### src/rtl/debounce_pkg.sv
// Shared definitions for the push-button conditioning path.
//
// Contents:
//   state_e                 - press/release FSM state (2-bit encoding)
//   DEFAULT_DEBOUNCE_CYCLES - stable cycles needed to accept a press/release
//   DEFAULT_REPEAT_CYCLES   - hold-to-repeat interval (AUTO_REPEAT_EN builds)
package debounce_pkg;

  typedef enum logic [1:0] {
    IDLE         = 2'd0,
    PRESS_WAIT   = 2'd1,
    PRESSED      = 2'd2,
    RELEASE_WAIT = 2'd3
  } state_e;

  localparam int DEFAULT_DEBOUNCE_CYCLES = 16;
  localparam int DEFAULT_REPEAT_CYCLES   = 256;

endpackage

### src/rtl/sync2.sv
// Two-flop synchroniser for a single asynchronous bit.
//
// Ports:
//   ck  - clock
//   rst - synchronous active-high reset, clears both flops to 0
//   d   - asynchronous input
//   q   - synchronised output, two ck cycles behind d
module sync2 (
  input  logic ck,
  input  logic rst,
  input  logic d,
  output logic q
);

  logic s1_q;
  logic s2_q;

  always_ff @(posedge ck) begin
    if (rst) begin
      s1_q <= 1'b0;
      s2_q <= 1'b0;
    end else begin
      s1_q <= d;
      s2_q <= s1_q;
    end
  end

  assign q = s2_q;

endmodule

### src/rtl/debounce_pulse.sv
// Push-button conditioner: synchronises a bouncy contact, debounces it with
// a press/release FSM, and produces a one-cycle count-enable pulse per
// accepted press plus a debounced level.
//
// Build option:
//   AUTO_REPEAT_EN - when defined, holding the button emits an extra pulse
//                    every REPEAT_CYCLES cycles while in PRESSED.
//
// Ports:
//   ck      - clock, all state updates on the rising edge
//   rst     - synchronous active-high reset
//   btn     - raw asynchronous contact input
//   pulse   - registered, high for one ck cycle per accepted press/repeat
//   level   - registered, debounced button state
//   state_o - current FSM state (debug observation)
//
// Handshake: none; pulse is a plain one-cycle strobe with no back-pressure.
module debounce_pulse
  import debounce_pkg::*;
#(
  parameter int DEBOUNCE_CYCLES = DEFAULT_DEBOUNCE_CYCLES,
  parameter int REPEAT_CYCLES   = DEFAULT_REPEAT_CYCLES
) (
  input  logic   ck,
  input  logic   rst,
  input  logic   btn,
  output logic   pulse,
  output logic   level,
  output state_e state_o
);

  // Elaboration-time guards on the legal parameter ranges.
  if (DEBOUNCE_CYCLES < 2 || DEBOUNCE_CYCLES > 65535) begin : g_bad_debounce
    $error("DEBOUNCE_CYCLES must be in 2..65535");
  end
  if (REPEAT_CYCLES < 2) begin : g_bad_repeat
    $error("REPEAT_CYCLES must be at least 2");
  end

  localparam int CW = $clog2(DEBOUNCE_CYCLES);
  localparam logic [CW-1:0] CNT_LAST = CW'(DEBOUNCE_CYCLES - 1);

  logic s2;

  sync2 u_sync (
    .ck  (ck),
    .rst (rst),
    .d   (btn),
    .q   (s2)
  );

  state_e        state_q, state_d;
  logic [CW-1:0] cnt_q,   cnt_d;
  logic          pulse_q, pulse_d;
  logic          level_q, level_d;

`ifdef AUTO_REPEAT_EN
  localparam int RW = $clog2(REPEAT_CYCLES);
  localparam logic [RW-1:0] REP_LAST = RW'(REPEAT_CYCLES - 1);

  logic [RW-1:0] rep_q, rep_d;
`endif

  always_ff @(posedge ck) begin
    if (rst) begin
      state_q <= IDLE;
      cnt_q   <= '0;
      pulse_q <= 1'b0;
      level_q <= 1'b0;
    end else begin
      state_q <= state_d;
      cnt_q   <= cnt_d;
      pulse_q <= pulse_d;
      level_q <= level_d;
    end
  end

`ifdef AUTO_REPEAT_EN
  always_ff @(posedge ck) begin
    if (rst) begin
      rep_q <= '0;
    end else begin
      rep_q <= rep_d;
    end
  end
`endif

  // The debounce counter is cleared on every state change; it only counts
  // while a WAIT state keeps seeing the candidate value, and the transition
  // at CNT_LAST means it can never wrap.
  always_comb begin
    state_d = state_q;
    cnt_d   = cnt_q;
    pulse_d = 1'b0;
    level_d = level_q;
`ifdef AUTO_REPEAT_EN
    rep_d   = rep_q;
`endif

    case (state_q)
      IDLE: begin
        if (s2) begin
          state_d = PRESS_WAIT;
          cnt_d   = '0;
        end
      end

      PRESS_WAIT: begin
        if (!s2) begin
          // Bounce: drop back without touching the outputs.
          state_d = IDLE;
          cnt_d   = '0;
        end else if (cnt_q == CNT_LAST) begin
          state_d = PRESSED;
          cnt_d   = '0;
          pulse_d = 1'b1;
          level_d = 1'b1;
`ifdef AUTO_REPEAT_EN
          rep_d   = '0;
`endif
        end else begin
          cnt_d = cnt_q + CW'(1);
        end
      end

      PRESSED: begin
        if (!s2) begin
          state_d = RELEASE_WAIT;
          cnt_d   = '0;
        end
`ifdef AUTO_REPEAT_EN
        else if (rep_q == REP_LAST) begin
          pulse_d = 1'b1;
          rep_d   = '0;
        end else begin
          rep_d = rep_q + RW'(1);
        end
`endif
      end

      RELEASE_WAIT: begin
        if (s2) begin
          // Bounce on release: return to PRESSED with no new pulse.
          state_d = PRESSED;
          cnt_d   = '0;
`ifdef AUTO_REPEAT_EN
          rep_d   = '0;
`endif
        end else if (cnt_q == CNT_LAST) begin
          state_d = IDLE;
          cnt_d   = '0;
          level_d = 1'b0;
        end else begin
          cnt_d = cnt_q + CW'(1);
        end
      end

      default: begin
        state_d = IDLE;
        cnt_d   = '0;
        level_d = 1'b0;
      end
    endcase
  end

  assign pulse   = pulse_q;
  assign level   = level_q;
  assign state_o = state_q;

endmodule

### config.mk
export PLATFORM = sky130hd
export DESIGN_NAME = debounce_pulse
export DESIGN_NICKNAME = d
export VERILOG_FILES = /design/src/rtl/debounce_pkg.sv /design/src/rtl/sync2.sv /design/src/rtl/debounce_pulse.sv
export SDC_FILE = /design/constraint.sdc
export NUM_CORES = 1
export LEC_CHECK = 0
export ABC_AREA = 1
export BUFFER_PORTS_ARGS = -buffer_cell sky130_fd_sc_hd__buf_4
export CELL_PAD_IN_SITES_DETAIL_PLACEMENT = 1
export CELL_PAD_IN_SITES_GLOBAL_PLACEMENT = 2
export CORE_MARGIN = 2
export CORE_UTILIZATION = 29
export DETAILED_ROUTE_END_ITERATION = 10
export HOLD_SLACK_MARGIN = 0.12
export PLACE_DENSITY = 0.85
export SLEW_MARGIN = 20
export SYNTH_ARGS = -nofsm -noshare
export SYNTH_HDL_FRONTEND = slang
export SYNTH_SLANG_ARGS = --single-unit
### constraint.sdc
create_clock -name ck -period 1.6 [get_ports ck]
set_input_delay 0.4 -clock ck [delete_from_list [all_inputs] [get_ports ck]]
set_output_delay 0.4 -clock ck [all_outputs]
set_load 0.01 [all_outputs]
==> out/metrics.csv <==
metric;value;unit
wl_per_cell;10.8;µm
pwr-share-clk;44.9;%
start_kind;flop;
ys_seq_area_share;47.2;%
min_period_over_period;84.8;%
reg2reg_from;cnt_q[1];
place_ws;0.465;ns
cts_num_sinks;10;
clock_path_buffers;2;
hold_path_class;in2reg;
reg2regPathDepth;6;
num_antenna_cells;0;
min_from;rst;
swShare;20.2;%
max_cap_violations;0;
core;1330;µm²
finalSetupViolations;0;
portBuffers;6;
min_path_cells;2;
synth-seq-cells;10;
drt-initial-drc-count;6;
max_freq;737;MHz
fin_tns_setup;0;ns
nNetsFinal;73;
cp-startpoint;state_o[0];
ioPinCount;7;
synth_area_per_cell;7.31;µm²
combPwrFrac;3.9;%
post-route-util;39.3;%
initial_core_util;31.8;%
avgViaCountPerCell;4.77;
ir_drop;0.000443;V
ant_nets;0;
post_cts.resized_instances;0;
tightest_slew;0.321;ns
powerDensity;951;nW/µm²
worst-r2r-setup-slack;0.46;ns
ys_types;16;
critPathMaxStageDelay;0.51;ns
grtUsageTotal;11.5;%
drive_gt1_share;20.6;%
worst-setup-path-type;reg2out;
total_power;0.498;mW
cp_num_buf_inv;1;
fin_skew;0.00153;ns
cp_slowest_cell;dfxtp_1;
gp_congestion;0.698;
via_count;396;
grt_pass1_vias;359;
drc;0;
crit_required;1.20;ns
rows;13;
syn_area;424;µm²
ctsRootBufferMaster;clkbuf_4;
numCtsBuffers;3;
seq_power_share;51.2;%
crit_arrival;0.96;ns
die_w;42.2;µm
die_y;42.2;µm
grt_pass1_wl;1500;µm
area_growth;23.6;%
dp_hpwl;690;µm
status;completed;
cts_setup_buffers;0;
finalHoldViolCount;0;
grt_max_degree;9;
dieArea;1780;µm²
grt_setup_unrepaired;false;
fin_ws;0.243;ns
p_leak;0.228;nW
clkTransAtPathRegs;0.06;ns
slew_headroom;78.5;%
syn_nets;62;
wl;900;µm
dr.pass1.iters;4;
cp_cell_sequence;buf_4;
path_max_fanout;8;
fin_crit;1.36;ns
slew_violations;0;
ys_warn_count;0;
rr_endpoint;cnt_q[3];
cts_hold_buffers;0;
clock_latency;0.26;ns
cts_tree;yes;
end_kind;output port;
htree_levels;1;
hold_end;u_sync.s1_q;
power_switching;0.100;mW
antenna_found_initial;0;
cp_top_family;flip-flops;
synth_cells;58;
grt-ovfl-total;0;
internal-power;0.398;mW
synthesized netlist by cell type, drive strengths merged:
library cell  count  area, µm²
nand4             2       18.8
o22ai             1       6.26
o21ai             3       15.0
ha                1       12.5
nor3              1       5.00
nand3             6       30.0
dfxtp            10        200
a21oi             3       15.0
inv               9       33.8
nand2            12       47.6
nor2             10       40.0
power groups by stage:
stage                     registers, mW  logic (mW)  clock network [mW]
final                             0.255      0.0194               0.224
after global routing              0.256      0.0207               0.247
after CTS                         0.255      0.0196               0.236
after detailed placement          0.261      0.0195                   0
after global placement            0.261      0.0200                   0
after floorplan                   0.260     0.00987                   0
state kept, by name, summed over array words and instances, names as in the netlist, named ones only:
name,count
u_sync.s1_q,1
state_o,1
level,1
u_sync.q,1
pulse,1
cnt_q,4
metal layers:
layer | routed length (µm) | GRT usage [%] | up-vias
met2 | 376 | 15.4 | 8
met1 | 466 | 14.6 | 181
li1 | - | - | 207
met5 | 0 | 0 | -
met3 | 57 | 7.76 | 0
met4 | 0 | 3.75 | 0
stage by stage:
stage                     instances  hold slack, ns  instance area, µm²
final                            83           0.332                 524
after detailed placement         79           0.410                 488
after floorplan                  58           0.388                 424
after CTS                        83           0.323                 524
after global routing             83           0.312                 524
after global placement           79           0.404                 488
placed cells by master, fill, tap and decap left out, types with 2 or more instances in the layout:
cell,synthesis,routed
nand2_1,11,11
nor2_1,9,9
clkbuf_4,0,3
nand3_1,6,6
buf_4,0,6
o21ai_0,2,2
inv_1,8,8
dfxtp_1,10,10
a21oi_1,3,3
layout make-up:
type,instances,area [µm²]
Fill cell,173,810
Sequential cell,10,200
Multi-Input combinational cell,39,190
Timing Repair Buffer,6,45.0
Clock buffer,4,36.3
Inverter,9,33.8
Tap cell,15,18.8
worst max path at each step:
stage                 end  slack, ns  depth (start not counted)
6_report       state_o[0]       0.24                          1
5_1_grt        state_o[0]       0.17                          1
4_1_cts        state_o[0]       0.22                          1
3_5_place_dp     cnt_q[3]       0.47                          6
3_3_place_gp     cnt_q[3]       0.49                          6
2_1_floorplan    cnt_q[3]       0.58                          6
logic make-up (layout without fill, tap and decap cells):
group                      count (synthesis)  after routing  share of synthesized area, %
AOI/OAI and AO/OA                          7              7                          8.55
adders and majority gates                  1              1                          2.95
buffers and inverters                      9             19                          7.96
DFF                                       10             10                          47.2
and+or+nand+nor                           31             31                          33.3
(Power assumes the default switching activity.)
